==> src/rtl/led_result_ctrl.sv <==
// ============================================================================
// Module   : led_result_ctrl
// Brief    : Voting-machine LED front panel: vote-acknowledge flash, tally
//            display (manual or auto-scroll), live leader and tie reporting.
// Revision : 1.0
// ============================================================================
`default_nettype none

module led_result_ctrl #(
  parameter int NUM_CAND      = 4,
  parameter int VOTE_W        = 8,
  parameter int LED_W         = 8,
  parameter int ACK_CYCLES    = 10,
  parameter int SCROLL_CYCLES = 50,
  parameter int IDX_W         = $clog2(NUM_CAND)
) (
  input  logic                       clk,
  input  logic                       reset,
  input  logic                       mode,
  input  logic                       valid_vote_casted,
  input  logic [NUM_CAND*VOTE_W-1:0] cand_votes,
  input  logic [NUM_CAND-1:0]        cand_button,
  input  logic                       auto_scroll,
  output logic [LED_W-1:0]           leds,
  output logic [IDX_W-1:0]           shown_idx,
  output logic [IDX_W-1:0]           leader_idx,
  output logic                       tie
);

  localparam int c_ACK_W   = $clog2(ACK_CYCLES + 1);
  localparam int c_DWELL_W = $clog2(SCROLL_CYCLES + 1);
  localparam logic [c_ACK_W-1:0]   c_ACK_LOAD = c_ACK_W'(ACK_CYCLES - 1);
  localparam logic [c_DWELL_W-1:0] c_DWELL_END = c_DWELL_W'(SCROLL_CYCLES - 1);
  localparam logic [IDX_W-1:0]     c_LAST_IDX = IDX_W'(NUM_CAND - 1);

  typedef enum logic [1:0] {
    V_IDLE = 2'd0,
    V_ACK  = 2'd1,
    RESULT = 2'd2
  } state_t;

  state_t                 r_state, w_state_nxt;
  logic [c_ACK_W-1:0]     r_ack_cnt, w_ack_nxt;
  logic [c_DWELL_W-1:0]   r_dwell_cnt, w_dwell_nxt;
  logic [IDX_W-1:0]       w_shown_nxt;
  logic [LED_W-1:0]       w_leds_nxt;
  logic [VOTE_W-1:0]      w_sel_tally;
  logic [LED_W-1:0]       w_sat;
  logic                   w_btn_any;
  logic [IDX_W-1:0]       w_btn_idx;
  logic [VOTE_W-1:0]      w_max;
  logic [IDX_W-1:0]       w_lead;
  logic                   w_tie;

  always_comb begin
    w_btn_any = |cand_button;
    w_btn_idx = '0;
    for (int i = NUM_CAND - 1; i >= 0; i--) begin
      if (cand_button[i]) w_btn_idx = IDX_W'(i);
    end
  end

  // Strict greater-than keeps the lowest index on equal tallies.
  always_comb begin
    w_max  = cand_votes[VOTE_W-1:0];
    w_lead = '0;
    w_tie  = 1'b0;
    for (int i = 1; i < NUM_CAND; i++) begin
      if (cand_votes[i*VOTE_W +: VOTE_W] > w_max) begin
        w_max  = cand_votes[i*VOTE_W +: VOTE_W];
        w_lead = IDX_W'(i);
      end
    end
    for (int i = 0; i < NUM_CAND; i++) begin
      if (cand_votes[i*VOTE_W +: VOTE_W] == w_max && IDX_W'(i) != w_lead) w_tie = 1'b1;
    end
  end

  always_comb begin
    w_state_nxt = r_state;
    w_ack_nxt   = r_ack_cnt;
    w_dwell_nxt = r_dwell_cnt;
    w_shown_nxt = shown_idx;
    case (r_state)
      V_IDLE, V_ACK: begin
        if (mode) begin
          w_state_nxt = RESULT;
          w_shown_nxt = '0;
          w_dwell_nxt = '0;
        end else if (valid_vote_casted) begin
          w_state_nxt = V_ACK;
          w_ack_nxt   = c_ACK_LOAD;
        end else if (r_state == V_ACK) begin
          if (r_ack_cnt == '0) w_state_nxt = V_IDLE;
          else                 w_ack_nxt   = r_ack_cnt - 1'b1;
        end
      end
      RESULT: begin
        if (!mode) begin
          w_state_nxt = V_IDLE;
        end else if (w_btn_any) begin
          w_shown_nxt = w_btn_idx;
          w_dwell_nxt = '0;
        end else if (auto_scroll && r_dwell_cnt == c_DWELL_END) begin
          w_shown_nxt = (shown_idx == c_LAST_IDX) ? '0 : shown_idx + 1'b1;
          w_dwell_nxt = '0;
        end else if (auto_scroll) begin
          w_dwell_nxt = r_dwell_cnt + 1'b1;
        end else begin
          w_dwell_nxt = '0;
        end
      end
      default: w_state_nxt = V_IDLE;
    endcase
  end

  // Display follows the index being loaded this edge, so tallies track live.
  assign w_sel_tally = cand_votes[w_shown_nxt*VOTE_W +: VOTE_W];

  generate
    if (VOTE_W > LED_W) begin : g_sat_clip
      assign w_sat = (|w_sel_tally[VOTE_W-1:LED_W]) ? '1 : w_sel_tally[LED_W-1:0];
    end else begin : g_sat_ext
      assign w_sat = LED_W'(w_sel_tally);
    end
  endgenerate

  always_comb begin
    w_leds_nxt = '0;
    if (w_state_nxt == RESULT)     w_leds_nxt = w_sat;
    else if (w_state_nxt == V_ACK) w_leds_nxt = '1;
  end

  always_ff @(posedge clk) begin
    if (reset) begin
      r_state     <= V_IDLE;
      r_ack_cnt   <= '0;
      r_dwell_cnt <= '0;
      leds        <= '0;
      shown_idx   <= '0;
      leader_idx  <= '0;
      tie         <= 1'b0;
    end else begin
      r_state     <= w_state_nxt;
      r_ack_cnt   <= w_ack_nxt;
      r_dwell_cnt <= w_dwell_nxt;
      leds        <= w_leds_nxt;
      shown_idx   <= w_shown_nxt;
      leader_idx  <= w_lead;
      tie         <= w_tie;
    end
  end

endmodule

`default_nettype wire

==> config.mk <==
export PLATFORM = sky130hd
export DESIGN_NAME = led_result_ctrl
export DESIGN_NICKNAME = d
export VERILOG_FILES = /design/src/rtl/led_result_ctrl.sv
export SDC_FILE = /design/constraint.sdc
export NUM_CORES = 1
export LEC_CHECK = 0
export ABC_CLOCK_PERIOD_IN_PS = 9290
export BUFFER_PORTS_ARGS = -buffer_cell sky130_fd_sc_hd__buf_2
export CAP_MARGIN = 20
export CORE_MARGIN = 3
export CORE_UTILIZATION = 40
export CTS_BUF_LIST = sky130_fd_sc_hd__clkbuf_8
export DETAILED_ROUTE_END_ITERATION = 12
export HOLD_SLACK_MARGIN = 0.12
export SYNTH_ARGS = -nofsm -noshare
export SYNTH_HDL_FRONTEND = slang
export SYNTH_SLANG_ARGS = --single-unit
export TNS_END_PERCENT = 50
==> constraint.sdc <==
create_clock -name clk -period 9.29 [get_ports clk]
set_clock_uncertainty 0.1 [all_clocks]
set_input_delay 1.858 -clock clk [delete_from_list [all_inputs] [get_ports clk]]
set_output_delay 1.858 -clock clk [all_outputs]
set_load 0.05 [all_outputs]
[Word level (Yosys, flattened, before mapping)]
Cells that the tools add are included.
Operators by class
  bitwise gates (word level): 1
  multiplexer cells: 37
  order comparisons: 3
  divide/modulo/power cells: 0
  multipliers: 0
  add/subtract/negate cells: 3
  equal/unequal tests: 16
  shift operators: 1
  reduce and logical (&&, ||, !) cells: 14
Operators by type and width (number)
  $mux 8: 5
  $eq 8x8->1: 4
  $mux 2: 16
  $shiftx 32x6->8: 1
  $mux 6: 5
  $gt 8x8->1: 3
  $mux 4: 3
  $pmux 6 s2: 1
  $pmux 2 s2: 2
  $add 6x1->6 const B: 1
  $eq 2x2->1 const B: 3
  $eq 6x6->1 const B: 1
  $ne 2x2->1 const B: 3
  $reduce_bool 2->1: 3
  $logic_and 1x1->1: 5
  $mux 1: 5
  $eq 2x1->1 const B: 2
  $logic_not 4->1: 1
  $ne 2x2->1 const A: 2
  $reduce_and 4->1: 1
  $reduce_or 4->1: 1
  $sub 4x1->4 const B: 1
  $reduce_and 3->1: 1
  $add 2x1->2 const B: 1
  other kinds (4): 4
Storage, ports and cells
  memory bits (read-only): 0
  memories: 0
  register bits: 25
  bits of input ports: 41
  logic and storage cells: 82
  RAM bits: 0
  bits in latches: 0
  output and inout bits: 13

[Longest topological paths before layout]
  depth after elaboration: 12
  depth in mapped cells: 31
  depth with buffers taken out: 25

[Worst setup path after synthesis]
Ideal clock, no wire load.
  path type: input to register
  start point: input cand_votes[4]
  end point: register tie
  arrival time: 6.878 ns
  library setup time: 0.125 ns
  path slack: 2.187 ns
  cell stages on the path: 30
  required time: 9.065 ns
  path buffers: 7
  cell sequence: clkbuf_1 -> inv_1 -> ha_1 -> nand4_1 -> nand2b_1 -> buf_2 -> o21ai_2 -> mux2i_1 -> ha_1 -> nor2b_1 -> o211ai_1 -> and4_4 -> buf_6 -> or2_4 -> buf_6 -> buf_4 -> nand2_1 -> o21ai_0 -> ha_1 -> nor2b_1 -> o211ai_1 -> a21oi_1 -> o22ai_1 -> buf_2 -> buf_1 -> nor2_1 -> a311oi_1 -> a21oi_1 -> nand4_1 -> o211ai_2
On the way
  cells in the longest elaborated chain, start to end: 12
  elaborated cells between the ends (all ways): 25
  those cells by class: order compare: 3; eq/ne: 7; mux: 10; reduce/logical: 5
Ends and longest elaborated chain
  start: declaration: RTL line 21  | input logic [NUM_CAND*VOTE_W-1:0] cand_votes,
  $gt 8x8->1: RTL line 69  | if (cand_votes[i*VOTE_W +: VOTE_W] > w_max) begin
  $mux 8: RTL line 69
  $gt 8x8->1: RTL line 69
  $mux 8: RTL line 69
  $gt 8x8->1: RTL line 69
  $mux 8 / $mux 2 (equally long branches): RTL line 69
  $eq 8x8->1 / $reduce_bool 2->1 (equally long branches): RTL line 75  | if (cand_votes[i*VOTE_W +: VOTE_W] == w_max && IDX_W'(i) != w_lead) w_tie = 1'b1;
  $logic_and 1x1->1: RTL line 75
  $mux 1 (3 in a row): RTL line 75
  $mux 1 *: RTL line 75
  end signal: assignment: RTL line 150  | tie <= w_tie;
  end: declaration: RTL line 27  | output logic tie
Mark *: on every way between the ends. The rest lies on a longest branch, timed or not.
A chain may end at the register's enable or synchronous reset.

[Worst setup path after layout]
  start point: input cand_votes[1]
  end point: register tie
The elaborated chain is that of the path after synthesis.

==> impl_metrics.json <==
{
  "status": "complete, no violations",
  "maxSlewHeadroom_pct": 33.0,
  "cts_tree": "done",
  "core_sq_mm": 0.00733,
  "post_drt_via_cell_ratio": 5.98,
  "met1Wirelength_microns": 4500,
  "io_buffers": 53,
  "leakagePower_uw": 0.00148,
  "finalWeightedCongestion": 1.00,
  "drt-initial-drc-count": 288,
  "synth_area_sq_mm": 0.00306,
  "synthCells": 392,
  "io_pins": 54,
  "wl_microns": 9740,
  "top_layer_used": "met4",
  "rsz0062_at_grt": "false",
  "dr.pass1.iters": 5,
  "min_period_ps": 7750,
  "initial_utilization_pct": 41.7,
  "synth_ff_type": "dfxtp_1",
  "finalPower_uw": 500,
  "yosysTopAreaCell": "dfxtp_1",
  "insertion_delay_ps": 270,
  "yosysTopAreaCellShare_pct": 16.4,
  "diodes": 0,
  "tns_ps": 0,
  "pwr-share-comb_pct": 63.4,
  "ant_nets": 0,
  "hold_violations": 0,
  "drc_errors": 0,
  "ys_types": 61,
  "htree_levels": 1,
  "multi_input_area_sq_mm": 0.00238,
  "post-cts-setup-buffers": 0,
  "cts_hold_buf": 0,
  "fp.dieH_microns": 93.5,
  "max_freq_mhz": 129,
  "hold_class": "register to register",
  "syn_area_per_cell_sq_um": 7.80,
  "cts_root_buffer": "clkbuf_8",
  "ir_drop_mv": 0.0709,
  "powerDensity_mw_per_mm2": 146,
  "wl_per_cell_microns": 18.3,
  "wl_met2_microns": 4350,
  "worstMarginPinSlew_ps": 1010,
  "grt_overflow_total": 0,
  "p_int_uw": 259,
  "vias": 3186,
  "dieArea_sq_mm": 0.00873,
  "synth_edf_count": 0,
  "ys_seq_area_share_pct": 16.4,
  "cts.path.max_buffers": 2,
  "critPathLaunchType": "input pin",
  "critPathKind": "input pin to register",
  "place_hpwl_microns": 7660,
  "synthArstFlopShare_pct": 0,
  "ys_seq_elements": 25,
  "cp.required_ps": 9390,
  "p_clk_share_pct": 13.2,
  "final_nets": 505,
  "p_seq_share_pct": 23.4,
  "drv_slew": 0,
  "cts.clk_slew.worst_paths_ps": 90,
  "worstPathMaxFanout": 25,
  "ys_warn_count": 0,
  "ys_top_cells_by_area": "dfxtp_1 (16%), ha_1 (12%), xnor2_1 (6.0%)",
  "grt_pass1_wl_microns": 15400,
  "p_sw_uw": 241,
  "grt_max_degree": 26,
  "grt_pass1_vias": 2881,
  "maxCapViolCount": 0,
  "dr_wl_met3_microns": 740,
  "cp-end-kind": "register",
  "dieWidth_microns": 93.5,
  "seq_area_sq_um": 500,
  "arrival_ps": 7840,
  "cts_resized": 0,
  "synthToLayoutAreaGrowth_pct": 11.9,
  "period_share_pct": 83.4,
  "grtUsageTotal_pct": 22.3,
  "synth_fp_nets": 462,
  "final_cell_mix": "buf_2 (53), a21oi_1 (35), nor2_1 (33)",
  "clock_sinks": 25,
  "switching_share_pct": 48.3,
  "num_rows": 31,
  "report.final.setup_viol": 0,
  "drive_above_1_share_pct": 18.7,
  "final_common_cell": "buf_2",
  "cts_buffers": 3,
  "antenna_found_initial": 0,
  "fillers": 744
}
[power groups by stage]
| stage | clock network, uW | registers, uW | logic, uW |
|---|---|---|---|
| 6_report | 66.0 | 117 | 317 |
| 5_1_grt | 72.3 | 117 | 346 |
| 4_1_cts | 68.3 | 117 | 313 |
| 3_5_place_dp | 0 | 119 | 311 |
| 3_3_place_gp | 0 | 119 | 315 |
| 2_1_floorplan | 0 | 139 | 217 |
[kinds of logic (layout without fill, tap and decap cells)]
group	Yosys count	after routing	share of synthesized area (%)
AND/OR/NAND/NOR	130	130	21.9
AO/OA/AOI/OAI	123	123	28.0
buffers and inverters	43	85	6.09
XOR/XNOR	31	31	8.88
adder cells (fa/ha/maj)	29	29	11.9
flip-flops	25	25	16.4
multiplexers	11	11	6.87
[cell usage after synthesis (5+ instances only)]
| master | number |
|---|---|
| o21ai_0 | 14 |
| xnor2_1 | 21 |
| or3_1 | 5 |
| xor2_1 | 10 |
| nand3_1 | 12 |
| nor4_1 | 7 |
| ha_1 | 29 |
| a311oi_1 | 5 |
| nor2b_1 | 8 |
| and2_1 | 6 |
| mux4_2 | 8 |
| a21o_1 | 10 |
| nor2_1 | 33 |
| nand4_1 | 9 |
| nor3_1 | 13 |
| clkbuf_1 | 8 |
| inv_1 | 28 |
| a21oi_1 | 35 |
| o211ai_1 | 13 |
| dfxtp_1 | 25 |
| a31oi_1 | 8 |
| a211oi_1 | 7 |
| nand2_1 | 20 |
[layer usage]
layer	up-vias	track usage [%]
met5	-	0
met4	0	5.49
met3	10	2.41
met2	141	34.5
met1	1480	32.7
li1	1555	-
[per-stage QoR]
step                hold WS, ps  cell area [sq um]  std cells  util (%)  setup slack (ps)
finish                      398               3420        533      46.7              1540
detailed placement          384               3370        529      46.0              1400
global route                430               3420        533      46.7              1210
floorplan                   359               3060        392         -              2190
global placement            373               3370        529      46.0              1560
CTS                         398               3420        533      46.7              1660
[critical path: stages]
cell and delay [ps]:
buf_2 140, inv_1 70, ha_1 300, nor2b_1 130, o211ai_1 220, a21oi_2 170
o21ai_2 260, mux2i_1 520, ha_1 350, nand4_1 90, nor2_1 40, a31o_2 260
or2_4 350, a31oi_1 490, inv_1 100, ha_1 320, a21oi_1 140, o21ai_0 140
o22ai_2 790, nand2_1 230, o41ai_1 410, o2111ai_1 170, a21o_1 220, o211ai_2 70
[final cells by class]
class / instances / area share (%)
Timing Repair Buffer: 53 / 7.75
Clock inverter: 1 / 0.219
Sequential cell: 25 / 14.6
Clock buffer: 3 / 1.21
Tap cell: 99 / 3.62
Inverter: 28 / 3.07
Multi-Input combinational cell: 324 / 69.5
[registers in the layout (all words and copies together) (netlist names)]
signal	cells
shown_idx	2
tie	1
r_state	2
r_ack_cnt	4
r_dwell_cnt	6
leds	8
leader_idx	2
[worst paths after layout]
| path | start | end | slack, ps | depth (start not counted) |
|---|---|---|---|---|
| hold reg to reg | r_dwell_cnt[5] | r_dwell_cnt[5] | 400 | 2 |
| setup / recovery | cand_votes[1] | tie | 1540 | 24 |
| setup reg to reg | r_dwell_cnt[0] | leds[1] | 6230 | 10 |
| hold / removal | r_dwell_cnt[5] | r_dwell_cnt[5] | 400 | 2 |
Power figures use the tool's default switching activity.
